===== src/rtl/ioport_mtap.sv =====
// Controller-port serializer for NUM_PADS pads with a two-pad-per-group multitap walk and
// per-pad rumble commands decoded from the P6 line. Each rumble value expires after a timeout.
module ioport_mtap #(
  parameter int unsigned NUM_PADS       = 4,
  parameter int unsigned SHIFT_BITS     = 16,
  parameter logic        FILL_BIT       = 1'b0,
  parameter logic [7:0]  RUMBLE_TAG     = 8'h72,
  parameter logic [23:0] RUMBLE_TIMEOUT = 24'd2000000
) (
  input  logic                             CLK,
  input  logic                             RESET,
  input  logic                             MULTITAP,
  input  logic                             PORT_LATCH,
  input  logic                             PORT_CLK,
  input  logic                             PORT_P6,
  output logic [1:0]                       PORT_DO,
  input  logic [NUM_PADS*12-1:0]           JOYSTICK,
  output logic [NUM_PADS*16-1:0]           RUMBLE,
  output logic [$clog2(NUM_PADS/2):0]      GROUP
);

  localparam int unsigned NUM_GROUPS = NUM_PADS / 2;
  localparam int unsigned GW         = $clog2(NUM_GROUPS) + 1;
  localparam int unsigned CW         = $clog2(SHIFT_BITS + 1);

  logic                           latch_q, pclk_q, sel_q;
  logic                           sel, clk_rise, sel_rise, latch_fall, load, tag_hit;
  logic [GW-1:0]                  group_q, group_d;
  logic [SHIFT_BITS-1:0]          line0_q, line0_d, line1_q, line1_d;
  logic [CW-1:0]                  cnt_q, cnt_d;
  logic [15:0]                    win_q, win_d;
  logic [NUM_PADS-1:0][15:0]      rumble_q, rumble_d;
  logic [NUM_PADS-1:0][23:0]      tmo_q, tmo_d;
  logic [11:0]                    joy0, joy1;

  // Pad word in shift order, left-aligned so the unused tail shifts out as pressed-free ones.
  function automatic logic [SHIFT_BITS-1:0] pad_word(input logic [11:0] j);
    logic [11:0] f;
    f = {j[5], j[7], j[10], j[11], j[3], j[2], j[1], j[0], j[4], j[6], j[8], j[9]};
    return SHIFT_BITS'(f) << (SHIFT_BITS - 12);
  endfunction

  assign sel        = MULTITAP & ~PORT_P6;
  assign clk_rise   = PORT_CLK & ~pclk_q;
  assign sel_rise   = sel & ~sel_q;
  assign latch_fall = ~PORT_LATCH & latch_q;
  assign load       = PORT_LATCH | sel_rise;
  assign tag_hit    = ~PORT_LATCH & (win_q[15:8] == RUMBLE_TAG);

  always_comb begin
    group_d = group_q;
    if (PORT_LATCH || !MULTITAP) begin
      group_d = '0;
    end else if (sel_rise) begin
      group_d = (group_q == GW'(NUM_GROUPS - 1)) ? '0 : group_q + GW'(1);
    end
  end

  always_comb begin
    joy0 = JOYSTICK[11:0];
    joy1 = JOYSTICK[23:12];
    for (int unsigned p = 0; p < NUM_GROUPS; p++) begin
      if (group_d == GW'(p)) begin
        joy0 = JOYSTICK[24*p +: 12];
        joy1 = JOYSTICK[24*p+12 +: 12];
      end
    end
  end

  // Once the counter saturates the registers already hold only fill bits, so shifting stops.
  always_comb begin
    line0_d = line0_q;
    line1_d = line1_q;
    cnt_d   = cnt_q;
    if (load) begin
      line0_d = ~pad_word(joy0);
      line1_d = ~pad_word(joy1);
      cnt_d   = '0;
    end else if (clk_rise && cnt_q < CW'(SHIFT_BITS)) begin
      line0_d = {line0_q[SHIFT_BITS-2:0], FILL_BIT};
      line1_d = {line1_q[SHIFT_BITS-2:0], FILL_BIT};
      cnt_d   = cnt_q + CW'(1);
    end
  end

  always_comb begin
    win_d = win_q;
    if (latch_fall || tag_hit) begin
      win_d = '0;
    end else if (clk_rise && !PORT_LATCH) begin
      win_d = {win_q[14:0], PORT_P6};
    end
  end

  // Expiry first, then a tag for the same pad overrides it.
  always_comb begin
    rumble_d = rumble_q;
    tmo_d    = tmo_q;
    for (int unsigned p = 0; p < NUM_PADS; p++) begin
      if (tmo_q[p] != 24'd0) begin
        tmo_d[p] = tmo_q[p] - 24'd1;
        if (tmo_q[p] == 24'd1) rumble_d[p] = '0;
      end
    end
    for (int unsigned p = 0; p < NUM_GROUPS; p++) begin
      if (tag_hit && group_q == GW'(p)) begin
        rumble_d[2*p] = {win_q[7:4], win_q[7:4], win_q[3:0], win_q[3:0]};
        tmo_d[2*p]    = RUMBLE_TIMEOUT;
      end
    end
  end

  always_ff @(posedge CLK or posedge RESET) begin
    if (RESET) begin
      latch_q  <= 1'b0;
      pclk_q   <= 1'b0;
      sel_q    <= 1'b0;
      group_q  <= '0;
      line0_q  <= '1;
      line1_q  <= '1;
      cnt_q    <= '0;
      win_q    <= '0;
      rumble_q <= '0;
      tmo_q    <= '0;
    end else begin
      latch_q  <= PORT_LATCH;
      pclk_q   <= PORT_CLK;
      sel_q    <= sel;
      group_q  <= group_d;
      line0_q  <= line0_d;
      line1_q  <= line1_d;
      cnt_q    <= cnt_d;
      win_q    <= win_d;
      rumble_q <= rumble_d;
      tmo_q    <= tmo_d;
    end
  end

  // With multitap, D1 low while latched is the adapter's presence signature.
  assign PORT_DO = {~MULTITAP | (line1_q[SHIFT_BITS-1] & ~PORT_LATCH), line0_q[SHIFT_BITS-1]};
  assign RUMBLE  = rumble_q;
  assign GROUP   = group_q;

endmodule


===== config.mk =====
export PLATFORM = sky130hd
export DESIGN_NAME = ioport_mtap
export DESIGN_NICKNAME = d
export VERILOG_FILES = /design/src/rtl/ioport_mtap.sv
export SDC_FILE = /design/constraint.sdc
export NUM_CORES = 1
export LEC_CHECK = 0
export CORE_UTILIZATION = 42
export CTS_CLUSTER_DIAMETER = 200
export DETAILED_ROUTE_END_ITERATION = 10
export PLACE_DENSITY_LB_ADDON = 0.05
export SKIP_LAST_GASP = 1
export SYNTH_ARGS = -nofsm -noshare
export SYNTH_HDL_FRONTEND = slang
export SYNTH_SLANG_ARGS = --single-unit

===== constraint.sdc =====
create_clock -name CLK -period 3.4 [get_ports CLK]
set_input_delay 0.34 -clock CLK [delete_from_list [all_inputs] [get_ports CLK]]
set_output_delay 0.34 -clock CLK [all_outputs]
set_load 0.005 [all_outputs]

==> run_results.csv <==
group,metric,value,unit
power_and_ir_drop,cell_internal_pwr,2.95,mW
cts,numCtsBuffers,17,
timing,tightestPinTransition,1.01,ns
die,core,14600,um2
cells_and_area,nNetsFinal,844,
power_and_ir_drop,power.share.switching,23.9,%
yosys,synthCells,713,
cts,clockBufferDepth,2,
worst_setup_path,cp_slowest_cell,"or4_4",
cells_and_area,final-seq-area,2990,um2
worst_hold_path,hold_path.class,"input port to async pin",
global_routing,grt-ovfl-total,0,
cells_and_area,syn2layout_area_growth,23.2,%
global_routing,grt_pass1_wl,25300,um
timing,setup_viol,0,
power_and_ir_drop,ir_drop,364,uV
power_and_ir_drop,powerDensity,493,nW/um2
outcome,failed_checks,"DRC",
timing,relSlewSlack,32.6,%
worst_setup_path,ff2ff_path_depth,5,
drt,wirelength,15100,um
cts,postCtsSetupBuffers,0,
timing,slew_violations,0,
drt,drt_iter0_markers,405,
cells_and_area,drive_gt1_share,11.2,%
timing,clock_skew,0.00836,ns
worst_setup_path,cp-end-kind,"flip-flop",
power_and_ir_drop,p_leak,3.11,nW
global_routing,grt_max_degree,55,
worst_setup_path,path_cells,"or4_4 > or4_4 > or4_1 > or3_1 > a21oi_1",
timing,hold_violations,0,
yosys,syn_area,6370,um2
worst_setup_path,reg2reg_setup_slack,0.82,ns
yosys,synth_top_cell_by_area,"dfrtp_1",
cts,cts_tree,"yes",
timing,rsz0062_at_grt,"no",
yosys,syn_area_per_cell,8.94,um2
worst_setup_path,criticalPathCategory,"flip-flop to flip-flop",
yosys,ys_seq_area_share,46.9,%
placement,place.gp.congestion,0.829,
worst_setup_path,r2r-start,"tmo_q[3]",
cts,cts-htree-levels,4,
global_routing,busiest_layer,"met2",
cts,cts-root-buf,"clkbuf_16",
power_and_ir_drop,p_comb_share,10.8,%
worst_setup_path,cp_common_cell,"or4_4",
cells_and_area,finalNonFillerCells,979,
worst_setup_path,crit_start,"tmo_q[3]",
timing,finalSetupTns,0,ns
timing,fin_crit,2.58,ns
global_routing,grt_usage,20.2,%
yosys,ys_ff_latch,118,
cells_and_area,multi_input_area,2970,um2
worst_setup_path,path_max_fanout,6,
job,cap_violations,0,
global_routing,grt_pass1_vias,5140,
placement,place_inst,948,
cts,cts-resized-gates,0,
worst_setup_path,worstPathRequired,3.73,ns
cts,cts.clk_slew.worst_paths,0.05,ns
drt,dr.pass1.iters,11,
die,fp.dieW,125,um
cells_and_area,nFillCells,1344,
die,initial_core_util,43.5,%
cells_and_area,final_common_cell,"nand2_1",
yosys,synth_area_leaders,"dfrtp_1, dfstp_2, nand2_1",
yosys,synthArstFlopShare,100,%
yosys,netlist.area_leader.share,35.3,%
global_routing,met2_usage,32.6,%
cells_and_area,most-common-layout-cells,"nand2_1, dfrtp_1, clkdlybuf4s50_1",
die,rows,44,
power_and_ir_drop,seqPwrFrac,42.5,%
cts,clkLatencyLatePin,0.41,ns
yosys,synthFlopType,"dfrtp_1",
timing,fmax,388,MHz
cts,ctsHoldBuffers,0,
power_and_ir_drop,pwr-share-clk,46.7,%
cells_and_area,fin_util,53.6,%
drt,post_drt_wl_per_cell,15.4,um
placement,dp_hpwl,10100,um
worst_setup_path,crit_arrival,2.91,ns
global_routing,use_met1,26.7,%
drt,vias,5294,
drt,drc,14,
timing,post-route-period-util,75.8,%
outcome,status,"complete, but fails checks",
placement,port_buffers,89,
drt,drtAntennaViolNets,0,
drt,viasPerCell,5.41,
worst_setup_path,timing.rr.end,"tmo_q[21]",
cts,cts.sinks,118,
worst_setup_path,critPathLaunchType,"flip-flop",
die,dieHeight,125,um
yosys,yosysWarnings,0,
die,die-area,15700,um2
global_routing,grt_use_met3,4.54,%
yosys,synth-edff-count,0,
yosys,ys_types,47,
die,pin_count,122,
power_and_ir_drop,switching_power,0.925,mW
global_routing,antenna_found_initial,0,
worst_setup_path,cp_slowest_stage_delay,0.57,ns
cells_and_area,antennaDiodeCount,0,
## worst max path at each step
stage                       end  slack [ns]
global route          tmo_q[13]        0.44
CTS                   tmo_q[21]        0.83
detailed placement   line1_q[9]        0.69
finish                tmo_q[21]        0.82
floorplan             tmo_q[23]        0.96
global placement    line1_q[13]        0.74
## cell usage after synthesis (3+ instances only)
cell,count
nand2_1,143
dfrtp_1,90
and3_1,49
buf_4,49
nor2_1,49
clkbuf_1,39
a21oi_1,35
o21ai_0,34
dfstp_2,28
a311oi_1,24
xor2_1,18
nor4_1,16
xnor2_1,16
nand3_1,13
or4_1,13
or3_1,12
inv_1,8
nor3_1,8
a211oi_1,7
ha_1,7
nand2b_1,5
nand4_1,5
nor2b_1,5
or2_2,5
nand3b_1,4
nor4_2,3
## worst max-delay path: cells and delay by family (launching register included)
kind | cells | cell delay (ns)
AO/OA/AOI/OAI | 1 | 0.14
flip-flops | 1 | 0.41
AND/OR/NAND/NOR | 4 | 1.94
## power groups by stage
stage / sequential (mW) / combinational [mW] / clock, mW
3_3_place_gp: 1.66 / 0.410 / 0
3_5_place_dp: 1.67 / 0.420 / 0
5_1_grt: 1.66 / 0.476 / 1.91
6_report: 1.64 / 0.419 / 1.81
2_1_floorplan: 1.64 / 0.306 / 0
4_1_cts: 1.64 / 0.424 / 1.85
## cells by family after synthesis
kind of cell	Yosys count	synth area share (%)
mux	2	0.314
other cells	1	0.0588
simple gates	342	26.8
xor+xnor	34	4.67
buf+inv	96	8.54
compound gates	113	11.4
flops	118	46.9
fa+ha+maj	7	1.37
## registers in the layout (all words and copies together) (netlist names)
name and flops:
RUMBLE 16, line1_q 12, cnt_q 5, tmo_q 48, latch_q 1, line0_q 16
win_q 16, sel_q 1, GROUP 2, pclk_q 1
## through the flow
| step | hold WS, ns | instance area [um2] | setup WS [ns] | power (mW) |
|---|---|---|---|---|
| after floorplan | 0.371 | 6490 | 0.960 | 1.94 |
| after global placement | 0.446 | 7260 | 0.739 | 2.07 |
| after detailed placement | 0.450 | 7260 | 0.689 | 2.09 |
| after CTS | 0.407 | 7850 | 0.825 | 3.92 |
| after global routing | 0.441 | 7850 | 0.440 | 4.05 |
| final | 0.392 | 7850 | 0.823 | 3.87 |
## area by class of cell
class                           count  share of cell area (%)
Clock buffer                       28                    6.33
Clock inverter                      3                    1.15
Inverter                            8                   0.430
Multi-Input combinational cell    530                    37.8
Sequential cell                   118                    38.1
Tap cell                          184                    2.93
Timing Repair Buffer              108                    13.3
## metal layers
layer	share of wire (%)	up-vias
met5	0	-
met4	1.7	0
met3	4.1	19
met2	47	144
met1	47	2577
li1	-	2554
Power figures use the tool's default switching activity.
